`config.mk`:
```
export PLATFORM = sky130hd
export DESIGN_NAME = q_pattern_source
export DESIGN_NICKNAME = d
export VERILOG_FILES = /design/src/rtl/q_pattern_source.sv
export SDC_FILE = /design/constraint.sdc
export NUM_CORES = 1
export LEC_CHECK = 0
export ABC_AREA = 1
export BUFFER_PORTS_ARGS = -buffer_cell sky130_fd_sc_hd__buf_2
export CELL_PAD_IN_SITES_DETAIL_PLACEMENT = 0
export CELL_PAD_IN_SITES_GLOBAL_PLACEMENT = 1
export CORE_MARGIN = 2
export CORE_UTILIZATION = 40
export DETAILED_ROUTE_END_ITERATION = 7
export GPL_TIMING_DRIVEN = 0
export PLACE_DENSITY = 0.94
export RECOVER_POWER = 25
export SYNTH_ARGS = -nofsm -noshare
export SYNTH_HDL_FRONTEND = slang
export SYNTH_SLANG_ARGS = --single-unit
```
`constraint.sdc`:
```
create_clock -name clk -period 5.5 [get_ports clk]
set_clock_uncertainty 0.05 [all_clocks]
set_input_delay 0.825 -clock clk [delete_from_list [all_inputs] [get_ports clk]]
set_output_delay 0.825 -clock clk [all_outputs]
set_load 0.02 [all_outputs]
```
`src/rtl/q_pattern_source.sv`:
```
// q_pattern_source
//   Programmable 4-bit sequence source for the all-ones capture stage.
//   The sequence steps once every DIV enabled cycles (run=1) using one of
//   four step functions (up, down, 15-state LFSR, hold), and can be loaded
//   directly at any time. Registered one-cycle pulses mark every write of Q
//   (step) and every write of 4'b1111 (term). A saturating counter tallies
//   term pulses for debug readout.
//
// Parameters
//   DIV        enabled clock cycles per sequence step, 1..256
//   WRAP_W     width of wrap_count
//
// Ports
//   clk        system clock, rising edge
//   reset_n    asynchronous active-low reset
//   run        prescaler enable; 0 freezes prescaler and Q (load still works)
//   mode       step function: 00 up, 01 down, 10 LFSR, 11 hold
//   load       synchronous load of load_val into Q (beats a step)
//   load_val   value written by load
//   clr_wrap   synchronous clear of wrap_count (beats an increment)
//   Q          registered sequence value
//   step       one-cycle pulse coinciding with a freshly written Q
//   term       one-cycle pulse coinciding with a freshly written 4'b1111
//   wrap_count saturating count of term pulses
module q_pattern_source #(
  parameter int unsigned DIV    = 4,
  parameter int unsigned WRAP_W = 8
) (
  input  logic              clk,
  input  logic              reset_n,
  input  logic              run,
  input  logic [1:0]        mode,
  input  logic              load,
  input  logic [3:0]        load_val,
  input  logic              clr_wrap,
  output logic [3:0]        Q,
  output logic              step,
  output logic              term,
  output logic [WRAP_W-1:0] wrap_count
);

  localparam int unsigned PRE_W = (DIV > 1) ? $clog2(DIV) : 1;
  localparam logic [PRE_W-1:0] PRE_LAST = PRE_W'(DIV - 1);

  typedef enum logic [1:0] {
    MODE_UP   = 2'b00,
    MODE_DOWN = 2'b01,
    MODE_LFSR = 2'b10,
    MODE_HOLD = 2'b11
  } mode_e;

  mode_e mode_s;

  logic [PRE_W-1:0]  pre_cnt_q, pre_cnt_d;
  logic [3:0]        q_q, q_d;
  logic              step_q, step_d;
  logic              term_q, term_d;
  logic [WRAP_W-1:0] wrap_count_q, wrap_count_d;

  logic              adv;
  logic              write;
  logic [3:0]        next_val;

  assign mode_s = mode_e'(mode);

  always_comb begin
    adv = run && (pre_cnt_q == PRE_LAST);

    next_val = q_q;
    unique case (mode_s)
      MODE_UP:   next_val = q_q + 4'd1;
      MODE_DOWN: next_val = q_q - 4'd1;
      // x^4+x^3+1 maximal-length shift; the all-zero state would lock up,
      // so it is steered into the sequence at 0001.
      MODE_LFSR: next_val = (q_q == 4'd0) ? 4'd1 : {q_q[2:0], q_q[3] ^ q_q[2]};
      MODE_HOLD: next_val = q_q;
      default:   next_val = q_q;
    endcase

    // Hold mode still lets the prescaler wrap but does not count as a write.
    write = load || (adv && (mode_s != MODE_HOLD));

    if (load) begin
      q_d = load_val;
    end else if (write) begin
      q_d = next_val;
    end else begin
      q_d = q_q;
    end

    if (load || adv) begin
      pre_cnt_d = '0;
    end else if (run) begin
      pre_cnt_d = pre_cnt_q + PRE_W'(1);
    end else begin
      pre_cnt_d = pre_cnt_q;
    end

    step_d = write;
    term_d = write && (q_d == 4'hF);

    if (clr_wrap) begin
      wrap_count_d = '0;
    end else if (term_d && (wrap_count_q != '1)) begin
      wrap_count_d = wrap_count_q + WRAP_W'(1);
    end else begin
      wrap_count_d = wrap_count_q;
    end
  end

  always_ff @(posedge clk or negedge reset_n) begin
    if (!reset_n) begin
      pre_cnt_q    <= '0;
      q_q          <= '0;
      step_q       <= 1'b0;
      term_q       <= 1'b0;
      wrap_count_q <= '0;
    end else begin
      pre_cnt_q    <= pre_cnt_d;
      q_q          <= q_d;
      step_q       <= step_d;
      term_q       <= term_d;
      wrap_count_q <= wrap_count_d;
    end
  end

  assign Q          = q_q;
  assign step       = step_q;
  assign term       = term_q;
  assign wrap_count = wrap_count_q;

endmodule

```
==> impl_results.md <==
* Run status: complete, no violations
* Vias/cell at a little over 5
* Max Slew Vio Count at 0
* Fill cells at ~290
* CTS tree: built
* Fin nets at 203
* Fmax at approximately 390 MHz
* Hold Crit Class: flop to flop
* Cell internal pwr at roughly 0.18 mW
* VDD IR max at 0.1389 mV
* ANT cells at 0
* Syn nets at 175
* Register area share after synthesis at 0.3528
* Final period util at 0.4719
* Cell total after placement at between 200 and 250
* IO buf count at 23
* # IOs at 25
* CTS Buf Count at 3
* Setup TNS at 0 ns
* Largest net degree at the start of global routing at 17
* CTS Buffer Depth at 2
* Flop pwr share at 0.491
* Static Leak at around 0.7 nW
* Share of layout cells above drive strength 1 at 0.2151
* Slew @ Worst Pin at 0.8658 ns
* Largest area contributor in the netlist: dfrtp_1
* Top area cells in the synthesized netlist: dfrtp_1 35%, nand2_1 16%, nand3_1 9.3%, inv_1 6.0%, nor2_1 5.6%
* Worst setup EP type: flop
* Synthesized flop and latch total at 16
* Power density over the cells at approximately 210 mW/mm^2
* Fin cells at approximately 220
* CP arrival at 2.72 ns
* Mapped Area at 0.001135 mm^2
* Antenna violations before repair at 0
* Synth cell types at 25
* Clock Power Share at 0.219
* Final worst slack at 2.905 ns
* Setup bufs post-CTS at 0
* Met3 wire len at 75 um
* Global-route wire length before repair at between 4 and 5 mm
* 1st-pass router iterations at 4
* # resized after CTS at 0
* Yosys top cell area share at 0.3528
* Core Footprint at 0.002734 mm^2
* GRT overflow at 0
* Layout area overhead at 15.44%
* DRC viols at 0
* Vias in the first global route at between 1000 and 1500
* Via count at between 1000 and 1500
* Synthesized area per cell at between 7 and 8 um^2
* Switching part of the total at 0.3467
* Die Wd at around 57 um
* Syn. warnings at 0
* Clk_lat worst skew at roughly 0.28 ns
* Worst path required time at around 5.6 ns
* Clk root buf: clkbuf_4
* DIE HEIGHT at around 57 um
* H-tree depth at 1
* Gpl congestion at around 0.81
* Comb pwr share at 0.291
* Psw at roughly 0.095 mW
* Metal2 WL at between 1 and 1.5 mm
* Routed WL at ~2.5 mm
* Met1 WL at ~1.0 mm
* Mapped Cells at 160
* Startpoint Class: primary input
* Clk sinks at 16
* Hold_buf cts at 0
* Num rows at 19
* Max-cap viol count at 0
* Initial Util at 0.4151
* First-iteration detailed-routing DRC count at 30
* DP Worst Slack at between 2 and 3 ns
* Setup CP Type: primary input to flop
* CTS clk-pin slew, worst paths at 0.09 ns
* Drt wl/cell at 11.38 um
* Unrepaired setup endpoints after global routing: no
* Hold slack at 0.4897 ns
* Min Tclk post-route at between 2 and 3 ns
* Hold Fails Final Rpt at 0
* Slew headroom at 0.4228
* Global Route Usage Sum at 0.1645
* Final setup fails at 0
* DRT antenna net count at 0
* Overall power at between 0.2 and 0.3 mW
* Worst-path fanout max at 9
* Highest metal used: met4
* Dpl hpwl at around 1.9 mm
* Die area at between 0.003 and 0.004 mm^2
## synthesized netlist by cell type
library cell / n
clkinv_1: 1
nor2_4: 1
nand2_1: 49
o22ai_1: 1
a21oi_1: 5
xnor2_1: 2
nor3_1: 3
nand3_2: 1
xor2_1: 4
o21ai_0: 2
buf_2: 1
or2_2: 3
inv_1: 18
nand4_4: 1
ha_1: 4
and2_1: 1
nand2_2: 3
a21oi_2: 1
nor2_1: 17
nand3_4: 1
inv_2: 1
nand3_1: 21
nand2_4: 2
nor3b_1: 1
dfrtp_1: 16
## per-layer routing
metal | vias up | GRT usage
met2 | 18 | 0.2989
met4 | 0 | 0.08970
met5 | - | 0
met3 | 6 | 0.02948
met1 | 520 | 0.1796
li1 | 562 | -
## registers in the layout, indices dropped and copies added (netlist names)
| register | count |
|---|---|
| Q | 4 |
| pre_cnt_q | 2 |
| step | 1 |
| term | 1 |
| wrap_count | 8 |
## cell families (layout without fill, tap and decap cells)
logic type | Yosys count | count (layout) | synth area share
AND/OR/NAND/NOR | 104 | 104 | 0.4421
buffers and inverters | 21 | 47 | 0.07055
flip-flops | 16 | 16 | 0.3528
AO/OA/AOI/OAI | 9 | 9 | 0.04410
XOR/XNOR | 6 | 6 | 0.04631
adder cells (fa/ha/maj) | 4 | 4 | 0.04410
## worst max-delay path, cell delays in order
cell     delay [ns]
buf_2          0.14
inv_2          0.11
nand3_1        0.13
nand2_1        0.12
inv_1          0.05
ha_1           0.25
or2_2          0.29
nand2_1        0.07
nand2_1        0.05
nand3_1        0.07
nand2_2        0.06
nand3_2        0.10
nor2_4         0.05
nand4_4        0.16
nand2_4        0.11
nand2_1        0.08
nand2_1        0.05
## cells in the final DEF, fill, tap and decap left out, types with 3 or more instances in the layout
cell type,instances
nand2_1,49
nor3_1,3
ha_1,4
nand2_2,3
nand3_1,21
inv_1,18
clkbuf_4,3
or2_2,3
a21oi_1,5
dfrtp_1,16
buf_2,23
xor2_1,4
nor2_1,17
## area by class of cell
type	count	area (um^2)	share of cell area
multi-input cells	123	654.4	0.4995
well taps	31	38.79	0.02961
clock buffers	3	22.52	0.01719
inverters	20	75.07	0.05731
plain buffers	1	5.005	0.003820
repair buffers	23	113.9	0.08691
flip-flops and latches	16	400.4	0.3056
## worst paths after layout
check,cells after the start,start,end,slack [ns]
max,17,mode[1],wrap_count[2],2.90
min,2,pre_cnt_q[1],pre_cnt_q[1],0.49
max reg2reg,16,Q[1],wrap_count[2],3.25
min reg2reg,2,pre_cnt_q[1],pre_cnt_q[1],0.49
max in group asynchronous,1,reset_n,term,4.29
min in group asynchronous,1,reset_n,wrap_count[0],0.58
## through the flow
step	utilization	instance area, um^2
6_report	0.4792	1310
4_1_cts	0.4796	1311
3_5_place_dp	0.4714	1289
5_1_grt	0.4792	1310
3_3_place_gp	0.4714	1289
2_1_floorplan	-	1135
## power by group through the flow
stage / combinational (mW) / sequential, mW / clock, mW
after CTS: 0.0811 / 0.135 / 0.0629
after global placement: 0.0781 / 0.136 / 0
final: 0.0799 / 0.135 / 0.0601
after global routing: 0.0901 / 0.137 / 0.0674
after detailed placement: 0.0806 / 0.137 / 0
after floorplan: 0.0473 / 0.144 / 0
Note: power is estimated with default switching activity, not from simulation.
